$ cat config.mk
export PLATFORM = sky130hd
export DESIGN_NAME = z80_bus_tracer
export DESIGN_NICKNAME = d
export VERILOG_FILES = /design/src/rtl/z80_trace_pkg.sv /design/src/rtl/trace_fifo.sv /design/src/rtl/z80_bus_tracer.sv
export SDC_FILE = /design/constraint.sdc
export NUM_CORES = 1
export LEC_CHECK = 0
export CAP_MARGIN = 20
export CORE_UTILIZATION = 34
export CTS_CLUSTER_SIZE = 20
export DETAILED_ROUTE_END_ITERATION = 7
export PLACE_DENSITY_LB_ADDON = 0.25
export SETUP_SLACK_MARGIN = 0.3
export SLEW_MARGIN = 20
export SYNTH_ARGS = -nofsm -noshare
export SYNTH_HDL_FRONTEND = slang
export SYNTH_SLANG_ARGS = --single-unit
$ cat constraint.sdc
create_clock -name clk -period 5.07 [get_ports clk]
set_clock_uncertainty 0.05 [all_clocks]
set_input_delay 1.521 -clock clk [delete_from_list [all_inputs] [get_ports clk]]
set_output_delay 1.521 -clock clk [all_outputs]
set_load 0.05 [all_outputs]
$ cat src/rtl/z80_trace_pkg.sv
`default_nettype none
// ============================================================================
//  Module      : z80_trace_pkg
//  Description : Shared types and defaults for the Z80 bus tracer: record
//                kind encoding, the trace record layout and the default
//                FIFO depth / timestamp width.
//  Revision    : 1.0 - initial release
// ============================================================================
package z80_trace_pkg;

    localparam int c_DEPTH_DEFAULT   = 16;
    localparam int c_STAMP_W_DEFAULT = 16;

    // Bus-cycle classification; codes 6 and 7 are never produced
    typedef enum logic [2:0] {
        KIND_M1_FETCH = 3'd0,
        KIND_MEM_RD   = 3'd1,
        KIND_MEM_WR   = 3'd2,
        KIND_IO_RD    = 3'd3,
        KIND_IO_WR    = 3'd4,
        KIND_INT_ACK  = 3'd5
    } trace_kind_e;

    // One captured bus cycle, at the default timestamp width
    typedef struct packed {
        trace_kind_e                  kind;
        logic [15:0]                  addr;
        logic [7:0]                   data;
        logic [c_STAMP_W_DEFAULT-1:0] stamp;
    } trace_rec_t;

endpackage
`default_nettype wire

$ cat src/rtl/trace_fifo.sv
`default_nettype none
// ============================================================================
//  Module      : trace_fifo
//  Description : Single-clock FIFO holding packed trace records. Occupancy
//                is a registered count; full/empty derive from it. A push
//                while full is accepted only when a pop happens on the same
//                edge. clear outranks push and pop.
//  Revision    : 1.0 - initial release
// ============================================================================
module trace_fifo #(
    parameter int WIDTH = 8,
    parameter int DEPTH = 16
) (
    input  logic                     clk,
    input  logic                     reset,
    input  logic                     clear,
    input  logic                     push,
    input  logic                     pop,
    input  logic [WIDTH-1:0]         wdata,
    output logic [WIDTH-1:0]         rdata,
    output logic [$clog2(DEPTH):0]   count,
    output logic                     full,
    output logic                     empty
);

    localparam int c_AW = $clog2(DEPTH);
    localparam logic [c_AW:0] c_FULL = (c_AW + 1)'(DEPTH);

    logic [WIDTH-1:0] r_mem [DEPTH];
    logic [c_AW-1:0]  r_wr_ptr;
    logic [c_AW-1:0]  r_rd_ptr;
    logic [c_AW:0]    r_count;
    logic             w_pop_ok;
    logic             w_push_ok;

    assign full      = (r_count == c_FULL);
    assign empty     = (r_count == '0);
    assign count     = r_count;
    assign w_pop_ok  = pop & ~empty;
    assign w_push_ok = push & (~full | w_pop_ok);
    // Empty FIFO presents all-zero fields rather than stale storage
    assign rdata     = empty ? '0 : r_mem[r_rd_ptr];

    // Storage write; the array itself needs no reset
    always_ff @(posedge clk) begin
        if (w_push_ok && !clear) begin
            r_mem[r_wr_ptr] <= wdata;
        end
    end

    // Pointer and occupancy bookkeeping, with clear overriding traffic
    always_ff @(posedge clk or posedge reset) begin
        if (reset) begin
            r_wr_ptr <= '0;
            r_rd_ptr <= '0;
            r_count  <= '0;
        end else if (clear) begin
            r_wr_ptr <= '0;
            r_rd_ptr <= '0;
            r_count  <= '0;
        end else begin
            if (w_push_ok) begin
                r_wr_ptr <= r_wr_ptr + c_AW'(1);
            end
            if (w_pop_ok) begin
                r_rd_ptr <= r_rd_ptr + c_AW'(1);
            end
            case ({w_push_ok, w_pop_ok})
                2'b10:   r_count <= r_count + (c_AW + 1)'(1);
                2'b01:   r_count <= r_count - (c_AW + 1)'(1);
                default: r_count <= r_count;
            endcase
        end
    end

endmodule
`default_nettype wire

$ cat src/rtl/z80_bus_tracer.sv
`default_nettype none
// ============================================================================
//  Module      : z80_bus_tracer
//  Description : Watches the Z80 bus strobes, classifies each memory / IO /
//                interrupt-acknowledge cycle, and queues {kind, addr, data,
//                timestamp} records for a valid/ready consumer. Refresh
//                cycles are ignored; overflowing records are counted.
//  Revision    : 1.0 - initial release
// ============================================================================
module z80_bus_tracer
    import z80_trace_pkg::*;
#(
    parameter int DEPTH   = c_DEPTH_DEFAULT,
    parameter int STAMP_W = c_STAMP_W_DEFAULT
) (
    input  logic                     clk,
    input  logic                     reset,
    input  logic                     cen,
    input  logic                     m1_n,
    input  logic                     mreq_n,
    input  logic                     iorq_n,
    input  logic                     rd_n,
    input  logic                     wr_n,
    input  logic                     rfsh_n,
    input  logic [15:0]              A,
    input  logic [7:0]               di,
    input  logic [7:0]               dout,
    input  logic                     clear,
    output logic                     rec_valid,
    input  logic                     rec_ready,
    output logic [2:0]               rec_kind,
    output logic [15:0]              rec_addr,
    output logic [7:0]               rec_data,
    output logic [STAMP_W-1:0]       rec_stamp,
    output logic [$clog2(DEPTH):0]   fifo_count,
    output logic                     overflow,
    output logic [7:0]               drops
);

    localparam int c_REC_W = 3 + 16 + 8 + STAMP_W;

    typedef enum logic [0:0] {
        ST_IDLE   = 1'b0,
        ST_ACTIVE = 1'b1
    } state_e;

    state_e               r_state;
    logic                 r_armed;
    logic [STAMP_W-1:0]   r_stamp;
    logic [STAMP_W-1:0]   r_lat_stamp;
    trace_kind_e          r_kind;
    logic [15:0]          r_addr;
    logic [7:0]           r_data;
    logic                 r_overflow;
    logic [7:0]           r_drops;

    logic                 w_strobe;
    logic                 w_start;
    logic                 w_end;
    trace_kind_e          w_start_kind;
    trace_kind_e          w_kind_cur;
    logic                 w_cap_di;
    logic                 w_cap_do;
    logic                 w_pop;
    logic                 w_full;
    logic                 w_empty;
    logic                 w_drop;
    logic [c_REC_W-1:0]   w_head;

    assign w_strobe = ~mreq_n | ~iorq_n;
    // r_armed blocks a strobe still held low across reset from opening a cycle
    assign w_start  = cen & (r_state == ST_IDLE) & w_strobe & rfsh_n & r_armed;
    assign w_end    = cen & (r_state == ST_ACTIVE) & ~w_strobe;

    // Classify a cycle from the strobes seen on its opening edge
    always_comb begin
        w_start_kind = KIND_MEM_RD;
        if (!m1_n && !mreq_n) begin
            w_start_kind = KIND_M1_FETCH;
        end else if (!m1_n && !iorq_n) begin
            w_start_kind = KIND_INT_ACK;
        end else if (!mreq_n) begin
            w_start_kind = wr_n ? KIND_MEM_RD : KIND_MEM_WR;
        end else begin
            w_start_kind = wr_n ? KIND_IO_RD : KIND_IO_WR;
        end
    end

    // Interrupt acknowledge has no rd_n strobe but still returns a vector on di
    assign w_kind_cur = (r_state == ST_IDLE) ? w_start_kind : r_kind;
    assign w_cap_di   = ~rd_n | (w_kind_cur == KIND_INT_ACK);
    assign w_cap_do   = ~wr_n;

    // Cycle tracker: latch address/stamp/kind on entry, follow data until release
    always_ff @(posedge clk or posedge reset) begin
        if (reset) begin
            r_state     <= ST_IDLE;
            r_kind      <= KIND_M1_FETCH;
            r_addr      <= '0;
            r_data      <= '0;
            r_lat_stamp <= '0;
        end else if (cen) begin
            case (r_state)
                ST_IDLE: begin
                    if (w_start) begin
                        r_state     <= ST_ACTIVE;
                        r_kind      <= w_start_kind;
                        r_addr      <= A;
                        r_lat_stamp <= r_stamp;
                        r_data      <= w_cap_di ? di : (w_cap_do ? dout : 8'h00);
                    end
                end
                ST_ACTIVE: begin
                    if (w_end) begin
                        r_state <= ST_IDLE;
                    end else begin
                        if (!wr_n && r_kind == KIND_MEM_RD) begin
                            r_kind <= KIND_MEM_WR;
                        end else if (!wr_n && r_kind == KIND_IO_RD) begin
                            r_kind <= KIND_IO_WR;
                        end
                        if (w_cap_di) begin
                            r_data <= di;
                        end else if (w_cap_do) begin
                            r_data <= dout;
                        end
                    end
                end
                default: r_state <= ST_IDLE;
            endcase
        end
    end

    // Arm once both strobes have been seen released after reset
    always_ff @(posedge clk or posedge reset) begin
        if (reset) begin
            r_armed <= 1'b0;
        end else if (cen && !w_strobe) begin
            r_armed <= 1'b1;
        end
    end

    // Free-running timestamp, wraps silently; clear does not touch it
    always_ff @(posedge clk or posedge reset) begin
        if (reset) begin
            r_stamp <= '0;
        end else if (cen) begin
            r_stamp <= r_stamp + STAMP_W'(1);
        end
    end

    assign w_pop  = rec_valid & rec_ready;
    assign w_drop = w_end & w_full & ~w_pop;

    // Sticky overflow and saturating drop counter
    always_ff @(posedge clk or posedge reset) begin
        if (reset) begin
            r_overflow <= 1'b0;
            r_drops    <= '0;
        end else if (clear) begin
            r_overflow <= 1'b0;
            r_drops    <= '0;
        end else if (w_drop) begin
            r_overflow <= 1'b1;
            if (r_drops != 8'hFF) begin
                r_drops <= r_drops + 8'd1;
            end
        end
    end

    trace_fifo #(
        .WIDTH (c_REC_W),
        .DEPTH (DEPTH)
    ) u_fifo (
        .clk   (clk),
        .reset (reset),
        .clear (clear),
        .push  (w_end),
        .pop   (w_pop),
        .wdata ({r_kind, r_addr, r_data, r_lat_stamp}),
        .rdata (w_head),
        .count (fifo_count),
        .full  (w_full),
        .empty (w_empty)
    );

    assign rec_valid = ~w_empty;
    assign rec_kind  = w_head[c_REC_W-1 -: 3];
    assign rec_addr  = w_head[STAMP_W+8 +: 16];
    assign rec_data  = w_head[STAMP_W +: 8];
    assign rec_stamp = w_head[STAMP_W-1:0];
    assign overflow  = r_overflow;
    assign drops     = r_drops;

endmodule
`default_nettype wire

; Word level (Yosys, flattened, before mapping)
; Memories as Yosys holds them, arrays and structs flattened.
; Cells that the tools add are included.
; Widths: inputs -> output; s select.
[totals]
wordCells = 109
n_memories = 1
in_bits = 43
rom_bits = 0
mem_bits_rw = 688
latch_bits = 0
reg_bits = 83
[op_classes]
n_eq_ne = 11
n_bitwise = 22
muxes = 35
shift = 0
add_sub_neg = 6
n_lt_le_gt_ge = 0
div_mod_pow = 0
mul = 0
n_reduce_logical = 22
[memory_table]
columns = name, depth, width, rd, rd_clocked_by_memory_dff, wr, line_no
row1 = u_fifo.r_mem, 16, 43, 1, 0, 1, trace_fifo.sv:29  ; logic [WIDTH-1:0] r_mem [DEPTH];
[op_table]
columns = op, count
row1 = $mux 8, 9
row2 = $mux 43, 1
row3 = $mux 3, 9
row4 = $add 16x1->16 const B, 1
row5 = $mux 4, 4
row6 = $pmux 8 s2, 1
row7 = $and 1x1->1, 11
row8 = $pmux 5 s2, 1
row9 = $add 4x1->4 const B, 2
row10 = $add 8x1->8 const B, 1
row11 = $ne 8x8->1 const B, 1
row12 = $not 1->1, 8
row13 = $reduce_and 4->1, 2
row14 = $reduce_bool 2->1, 4
row15 = $logic_and 1x1->1, 6
row16 = $logic_not 1->1, 6
row17 = $mux 1, 6
row18 = $pmux 3 s2, 1
row19 = $add 5x1->5 const B, 1
row20 = $eq 5x5->1 const B, 1
row21 = $logic_not 5->1, 1
row22 = $mux 5, 1
row23 = $sub 5x1->5 const B, 1
row24 = $ne 2x2->1 const B, 2
row25 = 13 further kinds, 15

; Depth between registers and ports, before layout
; Gate-level depths: netlist of run 1.
[logic_depth]
ltp_word = 10
mapped_depth = 10
mapped_depth_nobuf = 9

; By module
; Synthesis of run 1 repeated with hierarchy kept, for this count alone.
[unflattened]
cells_unflattened = 1426
area_unflattened_um2 = 30110.1
[by_module_without_submodules]
columns = mod, seq_area_each_um2, cells_each, n_inst, area_per_inst_um2
row1 = trace_fifo, 20985.1, 1167, 1, 26953.4
row2 = z80_bus_tracer, 1751.7, 259, 1, 3156.8

; Worst setup path after synthesis of run 1
; No wires, ideal clock.
[synth_timing]
path_type = input -> register
start = input port cen
end = memory u_fifo.r_mem[0][0] (netlist bit) (enable)
setup_slack_ns = -1.163
t_arrival_ns = 5.686
cell_stages = 7
n_path_buf = 2
path_cell_list = buf_2 -> nand4_1 -> o21ba_1 -> buf_2 -> nor2b_1 -> nand2_1 -> nor3_1
[synth_between]
elab_chain_len = 6
[synth_rtl]
columns = item, line_no
row1 = "start, declared", z80_bus_tracer.sv:18  ; input logic cen,
row2 = $and 1x1->1 (2 in a row), z80_bus_tracer.sv:73  ; assign w_end = cen & (r_state == ST_ACTIVE) & ~w_strobe;
row3 = $and 1x1->1, trace_fifo.sv:40  ; assign w_push_ok = push & (~full | w_pop_ok);
row4 = $logic_and 1x1->1, trace_fifo.sv:46  ; if (w_push_ok && !clear) begin
row5 = $mux 1, trace_fifo.sv:46
row6 = $mux 1 (not written as such), trace_fifo.sv:47  ; r_mem[r_wr_ptr] <= wdata;
row7 = "end, declared", trace_fifo.sv:29
; No other way between the ends.

; Worst setup path in the final report of run 1
[layout_timing]
start = register u_fifo.r_rd_ptr[0]
end = output port rec_data[4]
[layout_between]
elab_chain_len = 2
[layout_rtl]
columns = item, line_no
row1 = "start, declared", trace_fifo.sv:31  ; logic [c_AW-1:0] r_rd_ptr;
row2 = "start signal, assigned", trace_fifo.sv:66  ; r_rd_ptr <= r_rd_ptr + c_AW'(1);
row3 = $mem_v2 16x43, -
row4 = $mux 43, trace_fifo.sv:42  ; assign rdata = empty ? '0 : r_mem[r_rd_ptr];
row5 = "end, declared", z80_bus_tracer.sv:33  ; output logic [7:0] rec_data,
; No other way between the ends.

==> metrics.csv, run 1 <==
metric,value,unit
status,finished clean,
final_cell_mix,"edfxtp_1 (688), mux4_2 (215), clkbuf_16 (82)",
grtUsageTotal,16.0,%
placedInstanceArea,33000,µm²
clk_latency,0.63,ns
dp.cells,2627,
io_buffers,100,
min_period,4.74,ns
syn_to_final_growth,20.3,%
stdcell_count,2801,
die_height,299,µm
min-delay-start,r_stamp[15],
initial_core_util,34.5,%
synth_area_per_cell,21.8,µm²
ant_nets,0,
setup_viol,0,
final_common_cell,edfxtp_1,
power.density,517,nW/µm²
final-hold-violation-count,0,
timing.final.ws_setup,0.328,ns
min_period_over_period,93.5,%
worstHoldPathType,flop to flop,
ys_ff_latch,771,
cp.required,3.50,ns
core,87200,µm²
tightest_slew,0.775,ns
cts_buffer_depth,3,
die_w,299,µm
ys_types,51,
max_slew_margin,48.3,%
synth_warnings,0,
fin_util,41.5,%
netlist_area,30000,µm²
synth_cells,1380,
crit_fanout,7,
p_leak,11.6,nW
cts_hold_buf,0,
vias_per_cell,5.07,
cts.clk_slew.worst_paths,0.06,ns
nNetsFinal,1631,
vias,14200,
boundaryPins,101,
final_area,36100,µm²
startpoint,u_fifo.r_rd_ptr[0],
dieArea,89500,µm²
clock-root-buffer,clkbuf_16,
rsz0062_at_grt,true,
grt_overflow,0,
drv_slew,0,
wl_per_cell,25.3,µm
firstDrtPassIters,5,
drive_gt1_share,32.1,%
r2r-start,r_state,
cts_tree,done,
p_total,18.7,mW
grt_max_degree,77,
synth_nets,1433,
rows,108,
ir_drop,0.447,mV
n_fill_cell,7649,
wirelength,70.8,mm
route.detailed.drc,0,
drt_iter0_drc,1096,
clock_sinks,771,
routabilityCongestion,0.717,
max-cap-violations,0,
worstSetupStartpointType,flop,
ys_seq_area_share,75.7,%
crit_arrival,3.17,ns
cp-end-kind,primary output,
antenna_found_initial,1,
pre_cts_slack,0.543,ns
dpl.hpwl,39.0,mm
numCtsBuffers,82,
grt_pass1_vias,15200,
clock.fmax,0.211,GHz
critical_path_class,flop to primary output,
grt_pass1_wl,104,mm
h-tree-depth,3,
## routing by layer
layer / GRT usage [%] / vias up / share of wire (%)
met5: 0 / - / 0.016
met4: 3.66 / 2 / 1.5
met3: 2.61 / 81 / 4.5
met2: 26.5 / 336 / 49
met1: 22.3 / 7672 / 44
li1: - / 6111 / -
## cell type report
type,count,area (µm²),area share [%]
flip-flops and latches,771,22700,63.0
multi-input cells,530,7130,19.7
repair buffers,184,2180,6.05
clock buffers,93,2090,5.79
well taps,1155,1450,4.00
clock inverters,58,497,1.37
inverters,9,36.3,0.100
diodes,1,2.50,0.00693
## report_power, final
part | switching (mW) | internal [mW] | total, mW
clock network | 2.47 | 3.25 | 5.72
registers | 0.733 | 7.77 | 8.50
logic | 2.39 | 2.05 | 4.44
## cells by family (layout without fill, tap and decap cells)
logic type / Yosys count / count (layout) / synth area share [%]
buffers and inverters: 79 / 344 / 1.11
adder cells (fa/ha/maj): 10 / 10 / 0.417
flip-flops: 771 / 771 / 75.7
AND/OR/NAND/NOR: 194 / 194 / 3.25
AO/OA/AOI/OAI: 46 / 46 / 1.20
multiplexers: 251 / 251 / 17.5
other: 0 / 1 / 0
XOR/XNOR: 29 / 29 / 0.846
## what timing repair did
action | 4_1_cts | 5_1_grt
endpoints found under the hold margin | 0 | 0
cloned | 9 | 0
setup endpoints to repair | 42 | 26
setup buffers | 13 | 0
resized for setup | 40 | 23
## state kept, by name, indices dropped and copies added, names as in the netlist
signal	flops
drops	8
overflow	1
r_addr	16
r_armed	1
r_data	8
r_kind	3
r_lat_stamp	16
r_stamp	16
r_state	1
u_fifo.count	5
u_fifo.r_mem	688
u_fifo.r_rd_ptr	4
u_fifo.r_wr_ptr	4
## synth_stat cells, drive strengths merged
cell    number  share of area [%]
nor4         3              0.063
nand3       18               0.30
or2          4              0.083
nand4b       1              0.029
dfrtp       83                6.9
nor2b        2              0.042
inv          9               0.11
o31a         1              0.029
nand4        8               0.17
and3         6               0.13
or4          1              0.037
mux4       215                 16
a221oi       1              0.029
mux2i        3               0.10
a21boi       1              0.063
a21bo        1              0.033
o21bai       1              0.025
or3          4               0.10
nor2        48               0.60
nand3b       1              0.025
xor2        12               0.35
a31o         1              0.029
clkbuf      38               0.48
mux2        33                1.2
xnor2       17               0.50
o311a        8               0.27
and2        44               0.92
ha          10               0.42
nor3         8               0.15
o211ai       2              0.067
a311oi       2              0.058
nand2       41               0.51
o21ba        3               0.10
a22oi        2              0.050
edfxtp     688                 69
buf         32               0.52
a31oi        3              0.063
a21oi        8               0.13
nand2b       5               0.10
o21ai        8               0.15
o21a         3              0.075
o221ai       1              0.029
## path summary, 6_finish.rpt
kind                                       endpoint  slack (ns)  cells past startpoint
worst max-delay path                    rec_data[4]        0.33                      9
worst min-delay path                    r_stamp[15]        0.43                      1
worst max register to register  u_fifo.r_mem[2][32]        2.16                      6
worst min register to register          r_stamp[15]        0.43                      1
max in group asynchronous                r_addr[10]        2.81                      3
min in group asynchronous            r_lat_stamp[7]        1.32                      2
## critical path, cell delays in order, from the launching register on
cell and delay (ns):
dfrtp_4 0.52, buf_12 0.15, buf_16 0.13, buf_16 0.14
buf_12 0.15, buf_16 0.15, mux4_2 0.43, mux4_2 0.52
and2_4 0.19, buf_6 0.14
## per-stage QoR
stage          hold slack, ns  TNS [ns]
4_1_cts                 0.433         0
5_1_grt                 0.480         0
3_5_place_dp            0.424         0
6_report                0.426         0
3_3_place_gp            0.417         0
2_1_floorplan           0.392     -3.71
(Power assumes the default switching activity.)
==> run 2: changes to the inputs <==
--- a/config.mk
+++ b/config.mk
@@ -8,5 +8,5 @@
 export CAP_MARGIN = 20
 export CORE_UTILIZATION = 34
-export CTS_CLUSTER_SIZE = 20
+export CTS_CLUSTER_SIZE = 28
 export DETAILED_ROUTE_END_ITERATION = 7
 export PLACE_DENSITY_LB_ADDON = 0.25
--- a/constraint.sdc
+++ b/constraint.sdc
@@ -3,3 +3,3 @@
 set_input_delay 1.521 -clock clk [delete_from_list [all_inputs] [get_ports clk]]
 set_output_delay 1.521 -clock clk [all_outputs]
-set_load 0.05 [all_outputs]
+set_load 0.01 [all_outputs]
==> metrics.csv, run 2 (synthesized netlist as in run 1, its figures left out) <==
metric,value,unit,change
nNetsFinal,1662,,was 1631
hold_ws,0.427,ns,was 0.426 ns
setup_viol,0,,unchanged
power.density,502,nW/µm²,was 517 nW/µm²
crit_fanout,10,,was 7
power_frac_comb,20.5,%,was 23.8%
finalSetupTns,0,ns,unchanged
worstSetupStartpointType,flop,,unchanged
cpPeakStageDelay,0.50,ns,was 0.52 ns
placedInstanceArea,33100,µm²,was 33000 µm²
route.detailed.drc,0,,unchanged
grtUsageTotal,16.4,%,was 16.0%
p_int,13.5,mW,was 13.1 mW
crit_path_top_delay_cell,mux4_2,,was dfrtp_4
worst-path-buf-inv,4,,was 6
cts_hold_buf,0,,unchanged
p_clk_share,33.4,%,was 30.7%
clock-root-buffer,clkbuf_16,,unchanged
stdcell_count,2833,,was 2801
cp-end-kind,primary output,,unchanged
largest-register,u_fifo.r_mem,,unchanged
cts_buffer_depth,3,,unchanged
wl_per_cell,25.9,µm,was 25.3 µm
drv_slew,0,,unchanged
crit_arrival,3.21,ns,was 3.17 ns
cts_tree,done,,unchanged
p_sw_share,26.5,%,was 30.0%
tightest_slew,0.827,ns,was 0.775 ns
firstDrtPassIters,5,,unchanged
p_leak,12.2,nW,was 11.6 nW
grt_max_degree,54,,was 77
grt_pass1_wl,107,mm,was 104 mm
timing.final.ws_setup,0.290,ns,was 0.328 ns
grt_overflow,0,,unchanged
ir_drop,0.280,mV,was 0.447 mV
io_buffers,100,,unchanged
max-cap-violations,0,,unchanged
grt_pass1_vias,15300,,was 15200
wirelength,73.3,mm,was 70.8 mm
power_frac_seq,46.2,%,was 45.5%
dieArea,89500,µm²,unchanged
n_fill_cell,7554,,was 7649
core,87200,µm²,unchanged
ant_nets,0,,unchanged
die_w,299,µm,unchanged
cp_top_family,multiplexers,,unchanged
dp.cells,2632,,was 2627
max_slew_margin,44.9,%,was 48.3%
final_cell_mix,"edfxtp_1 (688), mux4_2 (215), clkbuf_16 (88)",,"was edfxtp_1 (688), mux4_2 (215), clkbuf_16 (82)"
clk_latency,0.63,ns,about the same
fin_util,42.1,%,was 41.5%
pre_cts_slack,0.558,ns,was 0.543 ns
final_area,36700,µm²,was 36100 µm²
cp.required,3.50,ns,about the same
rsz0062_at_grt,true,,unchanged
antenna_found_initial,2,,was 1
drt_iter0_drc,1093,,was 1096
netSwitchingPower,4.87,mW,was 5.60 mW
vias,14400,,was 14200
regArea,22700,µm²,unchanged
critical_path_class,flop to primary output,,unchanged
h-tree-depth,3,,unchanged
worstHoldPathType,flop to flop,,unchanged
final-hold-violation-count,0,,unchanged
vias_per_cell,5.08,,was 5.07
boundaryPins,101,,unchanged
multi_input_area,7090,µm²,was 7130 µm²
drive_gt1_share,31.0,%,was 32.1%
clock_sinks,771,,unchanged
clock.fmax,0.209,GHz,was 0.211 GHz
p_total,18.4,mW,was 18.7 mW
antenna_cells,0,,was 1
status,finished clean,,unchanged
rows,108,,unchanged
syn_to_final_growth,22.2,%,was 20.3%
die_height,299,µm,unchanged
routabilityCongestion,0.706,,was 0.717
final_common_cell,edfxtp_1,,unchanged
initial_core_util,34.5,%,unchanged
largest_reg_flops,688,,unchanged
min_period,4.78,ns,was 4.74 ns
cts.clk_slew.worst_paths,0.06,ns,about the same
min_period_over_period,94.3,%,was 93.5%
dpl.hpwl,40.0,mm,was 39.0 mm
numCtsBuffers,82,,unchanged
cp_cell_sequence,"buf_12, buf_12, buf_16, mux4_2, mux4_2, and2_1, clkdlybuf4s50_1",,"was buf_12, buf_16, buf_16, buf_12, buf_16, mux4_2, mux4_2, and2_4, buf_6"
## run 2: repair_timing
action	in CTS	in global routing
resized for setup	24	36
setup buffers	11	28
setup endpoints to repair	43	36
hold endpoints to repair	0	0
gates cloned	6	3
## run 2: path summary, 6_finish.rpt
path / from / to / slack, ns / cells past startpoint
min in group asynchronous: reset / r_stamp[4] / 1.36 / 2
min reg2reg: r_stamp[15] / r_stamp[15] / 0.43 / 1
max: u_fifo.r_rd_ptr[0] / rec_addr[4] / 0.29 / 7
max in group asynchronous: reset / r_addr[8] / 2.89 / 3
min: r_stamp[15] / r_stamp[15] / 0.43 / 1
max reg2reg: r_state / u_fifo.r_mem[3][12] / 2.20 / 6
## run 2: cell type report
type | count | area share (%)
timing repair buffer | 215 | 7.07
clock buffer | 114 | 6.34
sequential | 771 | 62.0
tap | 1155 | 3.94
multi-input combinational | 530 | 19.3
clock inverter | 39 | 1.25
inverter | 9 | 0.0989
## run 2: power by group through the flow
stage	logic (mW)	registers, mW	clock network [mW]
after global routing	4.06	8.60	6.53
final	3.77	8.51	6.15
after floorplan	2.11	8.30	0
after detailed placement	3.35	8.71	0
after CTS	3.70	8.53	6.28
after global placement	3.33	8.63	0
## run 2: worst reg2reg max path: cells and delay by family, from the launching register on
| kind | cells | cell delay (ns) |
|---|---|---|
| DFF | 1 | 0.53 |
| and+or+nand+nor | 4 | 1.29 |
| buffers and inverters | 1 | 0.38 |
| AOI/OAI and AO/OA | 1 | 0.27 |
## run 2: layer usage
metal,part of all wire (%),vias up,track usage [%]
met4,1.3,0,3.52
met3,4.8,78,2.89
met2,50,325,26.8
met5,0,-,0
li1,-,6169,-
met1,44,7827,23.1
